<file path="src/rtl/hazard_sched_ctrl.sv">
// Pipeline sequencing controller: run / load-use stall / branch flush / memory freeze.
// Ports: clk_i, start_i (async active-low), ID/EX hazard inputs, mem handshake, enables, counters, timeout flag.
module hazard_sched_ctrl #(
  parameter int CNT_W       = 32,
  parameter int MEM_TIMEOUT = 16
) (
  input  logic             clk_i,
  input  logic             start_i,
  input  logic [4:0]       id_rs1_i,
  input  logic [4:0]       id_rs2_i,
  input  logic             id_use_rs2_i,
  input  logic             id_branch_i,
  input  logic             id_taken_i,
  input  logic             ex_memread_i,
  input  logic             ex_regwrite_i,
  input  logic [4:0]       ex_rd_i,
  input  logic             mem_req_i,
  input  logic             mem_ready_i,
  output logic             pc_write_o,
  output logic             ifid_write_o,
  output logic             ifid_flush_o,
  output logic             idex_bubble_o,
  output logic             freeze_o,
  output logic [CNT_W-1:0] stall_cnt_o,
  output logic [CNT_W-1:0] flush_cnt_o,
  output logic [CNT_W-1:0] wait_cnt_o,
  output logic             err_timeout_o
);

  typedef enum logic {
    RUN,
    MEMWAIT
  } state_t;

  localparam int TW = $clog2(MEM_TIMEOUT + 1);
  localparam logic [TW-1:0] TO_LAST = TW'(MEM_TIMEOUT - 1);
  localparam logic [TW-1:0] TO_MAX  = TW'(MEM_TIMEOUT);

  state_t        state;
  logic [TW-1:0] timer;

  logic rd_nz;
  logic dep;
  logic lu;
  logic bop;
  logic stall;
  logic flush;
  logic frz;
  logic do_stall;
  logic do_flush;

  // x0 is never a producer, so rd==0 masks every match
  assign rd_nz = (ex_rd_i != 5'd0);
  assign dep   = rd_nz & ((ex_rd_i == id_rs1_i) |
                 (id_use_rs2_i & (ex_rd_i == id_rs2_i)));

  assign lu    = ex_memread_i & dep;
  assign bop   = id_branch_i & ex_regwrite_i &
                 ~ex_memread_i & dep;
  assign stall = lu | bop;
  assign flush = id_branch_i & id_taken_i & ~stall;

  // ready in MEMWAIT is the completion cycle, not a freeze
  assign frz      = ((state == MEMWAIT) | mem_req_i) &
                    ~mem_ready_i;
  assign do_stall = stall & ~frz;
  assign do_flush = flush & ~frz;

  always_comb begin
    pc_write_o    = 1'b1;
    ifid_write_o  = 1'b1;
    ifid_flush_o  = 1'b0;
    idex_bubble_o = 1'b0;
    freeze_o      = 1'b0;
    if (start_i) begin
      unique case (1'b1)
        frz: begin
          pc_write_o   = 1'b0;
          ifid_write_o = 1'b0;
          freeze_o     = 1'b1;
        end
        do_stall: begin
          pc_write_o    = 1'b0;
          ifid_write_o  = 1'b0;
          idex_bubble_o = 1'b1;
        end
        do_flush: begin
          ifid_flush_o = 1'b1;
        end
        default: begin
        end
      endcase
    end
  end

  always_ff @(posedge clk_i or negedge start_i) begin
    if (!start_i) begin
      state         <= RUN;
      timer         <= '0;
      err_timeout_o <= 1'b0;
      stall_cnt_o   <= '0;
      flush_cnt_o   <= '0;
      wait_cnt_o    <= '0;
    end else begin
      state <= frz ? MEMWAIT : RUN;

      if (frz) begin
        if (timer == TO_LAST)
          err_timeout_o <= 1'b1;
        if (timer != TO_MAX)
          timer <= timer + 1'b1;
      end else begin
        timer <= '0;
      end

      // a stalled branch is counted once, when it flushes
      if (do_stall && !id_branch_i &&
          stall_cnt_o != '1)
        stall_cnt_o <= stall_cnt_o + 1'b1;
      if (do_flush && flush_cnt_o != '1)
        flush_cnt_o <= flush_cnt_o + 1'b1;
      if (frz && wait_cnt_o != '1)
        wait_cnt_o <= wait_cnt_o + 1'b1;
    end
  end

endmodule

</file>
<file path="config.mk">
export PLATFORM = sky130hd
export DESIGN_NAME = hazard_sched_ctrl
export DESIGN_NICKNAME = d
export VERILOG_FILES = /design/src/rtl/hazard_sched_ctrl.sv
export SDC_FILE = /design/constraint.sdc
export NUM_CORES = 1
export LEC_CHECK = 0
export BUFFER_PORTS_ARGS = -buffer_cell sky130_fd_sc_hd__buf_2
export CORE_AREA = 2 2 136 138
export CTS_CLUSTER_DIAMETER = 60
export DETAILED_ROUTE_END_ITERATION = 16
export DIE_AREA = 0 0 138 140
export MAX_ROUTING_LAYER = met4
export SYNTH_ARGS = -nofsm -noshare
export SYNTH_HDL_FRONTEND = slang
export SYNTH_SLANG_ARGS = --single-unit
</file>
<file path="constraint.sdc">
create_clock -name clk_i -period 6.5 [get_ports clk_i]
set_input_delay 0.65 -clock clk_i [delete_from_list [all_inputs] [get_ports clk_i]]
set_output_delay 0.65 -clock clk_i [all_outputs]
set_load 0.02 [all_outputs]
</file>
== Word-level counts from Yosys, hierarchy flattened ==
Index checks and enable logic that the tools add are counted.

* Add/subtract/negate cells: 4
* Equality and inequality tests: 8
* Muxes and demuxes: 10
* Bitwise operators: 18
* Reductions and logical operators: 8

{| class="wikitable"
|+ Operators by type and width
! cell !! number
|-
| $add 32x1->32 const B || 3
|-
| $ne 32x32->1 const B || 3
|-
| $and 1x1->1 || 11
|-
| $eq 5x5->1 || 2
|-
| $mux 5 || 2
|-
| $mux 1 || 8
|-
| $add 5x1->5 const B || 1
|-
| $eq 5x4->1 const B || 1
|-
| $ne 5x5->1 const B || 1
|-
| $reduce_bool 5->1 || 1
|-
| $logic_and 1x1->1 || 4
|-
| $not 1->1 || 4
|-
| $or 1x1->1 || 3
|-
| $ne 2x1->1 const B || 1
|-
| $reduce_and 2->1 || 1
|-
| $reduce_or 2->1 || 1
|-
| $logic_not 1->1 || 1
|}

* Bits in registers: 103
* Input port bits: 24
* Output and inout bits: 102
* Word-level logic and storage cells: 54

== Depth between registers and ports, before layout ==
* Depth after elaboration: 11
* Depth in mapped cells: 9

== Worst setup path before layout ==
Ideal clock, no wire load.

* Path type: input-to-output
* From: in ex_rd_i[1]
* To: out pc_write_o
* Arrival time: 2293 ps
* Data required time: 5850 ps
* Slack: 3557 ps
* Stages: 5
* Path buffers: 1
* Cells stage by stage: or4_1 > nor2_4 > nor3_1 > o21ai_0 > buf_4

* Longest elaborated chain between the ends: 10

{| class="wikitable"
|+ RTL lines
! element !! line !! text
|-
| start: declaration || 16 || <nowiki>input logic [4:0] ex_rd_i,</nowiki>
|-
| $eq 5x5->1 || 55 || <nowiki>(id_use_rs2_i & (ex_rd_i == id_rs2_i)));</nowiki>
|-
| $and 1x1->1 || 55 ||
|-
| $or 1x1->1 || 54 || <nowiki>assign dep = rd_nz & ((ex_rd_i == id_rs1_i) |</nowiki>
|-
| $and 1x1->1 (*) || 54 ||
|-
| $and 1x1->1 (on tied branches) || 57, 59 ||
|-
| $or 1x1->1 (*) || 60 || <nowiki>assign stall = lu | bop;</nowiki>
|-
| $and 1x1->1 (*) || 66 || <nowiki>assign do_stall = stall & ~frz;</nowiki>
|-
| $reduce_or 2->1 (no source line) (*) || n/a ||
|-
| $mux 1 (*) (2 in a row) || n/a ||
|-
| end: declaration || 19 || <nowiki>output logic pc_write_o,</nowiki>
|}

Every way passes the cells marked *; elsewhere a longest branch is shown, timed or not.

== Worst setup path after layout ==
* From: in ex_rd_i[4]
* To: out ifid_flush_o

* Longest elaborated chain between the ends: 11

{| class="wikitable"
|+ RTL lines
! element !! line !! text
|-
| $eq 5x5->1 || 55 ||
|-
| $and 1x1->1 || 55 ||
|-
| $or 1x1->1 || 54 ||
|-
| $and 1x1->1 (*) || 54 ||
|-
| $and 1x1->1 (on tied branches) || 57, 59 ||
|-
| $or 1x1->1 (*) || 60 ||
|-
| $not 1->1 (*) || 61 || <nowiki>assign flush = id_branch_i & id_taken_i & ~stall;</nowiki>
|-
| $and 1x1->1 (*) || 61 ||
|-
| $and 1x1->1 (*) || 67 || <nowiki>assign do_flush = flush & ~frz;</nowiki>
|-
| $mux 1 (*) || 76 || <nowiki>unique case (1'b1)</nowiki>
|-
| $mux 1 (*) || 75 || <nowiki>if (start_i) begin</nowiki>
|-
| end: declaration || 21 || <nowiki>output logic ifid_flush_o,</nowiki>
|}

Marked as above.

==> results.json <==
{
  "synth_flop_cell": "dfrtp_1",
  "pin_count": 126,
  "syn2layout_area_growth_pct": 22.24,
  "synth_edf_count": 0,
  "drt_first_pass_iters": 4,
  "dieArea_um2": 19320,
  "via_count": 4172,
  "synth_top_area_cell": "dfrtp_1",
  "tightest_slew_ns": 0.8309,
  "status": "finished clean",
  "ys_ff_latch": 103,
  "num-nets-final": 663,
  "drcViolationCount": 0,
  "grt_start_max_net_pins": 60,
  "grt_pass1_wl_um": 21450,
  "post-route-min-period_ns": 3.208,
  "combPwrFrac_pct": 13.8,
  "slew_headroom_pct": 43.83,
  "clockBufferDepth": 2,
  "cts_buffers": 9,
  "ys_warn_count": 0,
  "fin_crit_sh_pct": 49.35,
  "synth_area_leaders": "dfrtp_1, xnor2_1, xor2_1",
  "wl_met2_um": 5915,
  "post_cts_buffers": 0,
  "die-height_um": 140,
  "maxCapViolCount": 0,
  "die_w_um": 138,
  "yosysMostFrequentCell": "dfrtp_1",
  "vdd_drop_max_mv": 0.1235,
  "io_buffers": 125,
  "p_clk_share_pct": 36.6,
  "drive_above_1_share_pct": 24.80,
  "viasPerCell": 4.806,
  "clk_pin_slew_ns": 0.07,
  "cp.arrival_ns": 2.56,
  "hold_violations": 0,
  "overflow": 0,
  "drt-initial-drc-count": 244,
  "hold_buffers": 0,
  "drt-total-wl_um": 12860,
  "synthTopCellsByCount": "dfrtp_1, xnor2_1, xor2_1",
  "synth.net_count": 536,
  "critPathCaptureType": "output port",
  "slew_violations": 0,
  "finalSetupTns_ns": 0,
  "critPathMaxFanout": 13,
  "clock_latency_ns": 0.35,
  "gp_routability_congestion": 0.8101,
  "clock_sinks": 103,
  "syn_inst": 506,
  "switchingPower_uw": 425.7,
  "postSynthAreaPerCell_um2": 10.40,
  "ant_nets": 0,
  "cts_tree": "done",
  "cp.required_ns": 5.85,
  "total_leakage_power_nw": 3.137,
  "fill_cells": 1831,
  "hold_class": "in -> async",
  "yosysSeqAreaShare_pct": 48.99,
  "synth_top_area_share_pct": 48.99,
  "grt_pass1_vias": 4057,
  "cts_root_buf": "clkbuf_16",
  "finClkSkew_ns": 0.009220,
  "power_frac_seq_pct": 49.6,
  "async_flop_share_pct": 100.0,
  "p_per_area_nw_per_um2": 231.9,
  "cts_resized": 0,
  "num_rows": 49,
  "grt_use_total_pct": 13.99,
  "start_util_pct": 29.59,
  "hold_slack_ns": 0.3150,
  "critPathLaunchType": "input pin",
  "rsz0062_at_grt": "false",
  "wl_met1_um": 6040,
  "top_layer": "met4",
  "h-tree-depth": 3,
  "netlist_area_um2": 5261,
  "core_region_area_um2": 17780,
  "yosysUniqueCellTypes": 50,
  "routedWlPerCell_um": 14.82,
  "crit_type": "in -> out",
  "dr_wl_met3_um": 715,
  "p_int_mw": 1.066,
  "antenna_found_initial": 2,
  "finalSetupViolations": 0,
  "fmax_ghz": 0.3117,
  "place_hpwl_um": 9528,
  "p_sw_share_pct": 28.54
}
[worst max-delay path, cell delays in order]
cell,delay (ns)
buf_2,0.12
xor2_1,0.17
nor4_2,0.35
a32oi_4,0.24
or3_1,0.61
and3_1,0.26
buf_2,0.15
[final timing paths]
| check | depth (start not counted) | endpoint | slack, ns | startpoint |
|---|---|---|---|---|
| max | 7 | ifid_flush_o | 3.29 | ex_rd_i[4] |
| min | 1 | flush_cnt_o[4]$_DFFE_PN0P_ | 0.32 | start_i |
| max reg2reg | 6 | flush_cnt_o[1]$_DFFE_PN0P_ | 3.88 | flush_cnt_o[0]$_DFFE_PN0P_ |
| min reg2reg | 1 | err_timeout_o$_DFFE_PN0P_ | 0.45 | err_timeout_o$_DFFE_PN0P_ |
| max in group asynchronous | 2 | wait_cnt_o[28]$_DFFE_PN0P_ | 4.98 | start_i |
| min in group clk_i | 1 | err_timeout_o$_DFFE_PN0P_ | 0.45 | err_timeout_o$_DFFE_PN0P_ |
[logic make-up after synthesis]
logic type | Yosys count | share of synthesized area (%)
compound gates | 12 | 1.927
fa+ha+maj | 6 | 1.427
buf+inv | 27 | 2.330
xor+xnor | 104 | 17.31
flops | 103 | 48.99
mux | 4 | 0.8323
simple gates | 250 | 27.18
[final cells by class]
type,instances,area [µm²],area share [%]
clock inverter,3,43.79,0.6809
inverter,14,52.55,0.8171
tap,229,286.5,4.455
timing repair buffer,129,658.1,10.23
multi-input combinational,376,2561,39.82
clock buffer,12,246.5,3.833
sequential,103,2577,40.08
antenna,2,5.005,0.07782
[sequential cells by signal, summed over array words and instances (netlist names)]
register / cells
wait_cnt_o: 32
state: 1
stall_cnt_o: 32
err_timeout_o: 1
timer: 5
flush_cnt_o: 32
[power by group through the flow]
| stage | logic [mW] | registers, mW | clock network [mW] |
|---|---|---|---|
| after detailed placement | 0.210 | 0.751 | 0 |
| after CTS | 0.211 | 0.740 | 0.569 |
| after global placement | 0.209 | 0.750 | 0 |
| final | 0.206 | 0.739 | 0.547 |
| after floorplan | 0.0752 | 0.788 | 0 |
| after global routing | 0.225 | 0.748 | 0.592 |
[metrics by stage]
step / power [mW] / setup WS (ns) / util, % / cell area, µm² / cells
2_1_floorplan: 0.8636 / 3.557 / - / 5261 / 506
3_3_place_gp: 0.9583 / 3.321 / 34.51 / 6136 / 851
3_5_place_dp: 0.9614 / 3.303 / 34.51 / 6136 / 851
4_1_cts: 1.519 / 3.300 / 36.14 / 6426 / 866
5_1_grt: 1.565 / 3.193 / 36.17 / 6431 / 868
6_report: 1.492 / 3.292 / 36.17 / 6431 / 868
[metal layers]
metal | vias to the layer above | GRT usage [%]
met2 | 106 | 21.16
met5 | - | -
li1 | 2034 | -
met1 | 2020 | 18.40
met4 | 0 | 4.941
met3 | 12 | 3.385
[cell usage in the layout, fill, tap and decap left out, types with 2 or more instances in the layout]
cell type  instances
nor2_1            29
xor2_1            45
mux2_2             2
nor4_1            14
o21ai_0            2
dfrtp_1          103
nand3b_1           5
nand3_1           37
nand2_1           43
xnor2_1           59
or2_2              3
nor3_1            19
buf_2            124
inv_1             14
or3_1              5
ha_1               6
or4_1              2
a21oi_1            3
and3_1            17
nor3b_1            3
nor4b_1            6
and4_1             7
nand4b_1           2
buf_4              5
diode_2            2
clkbuf_1           2
and2_1             8
nand3_2            2
nor3_2             2
nand4_1           35
clkbuf_16          9
Note: power is estimated with default switching activity, not from simulation.
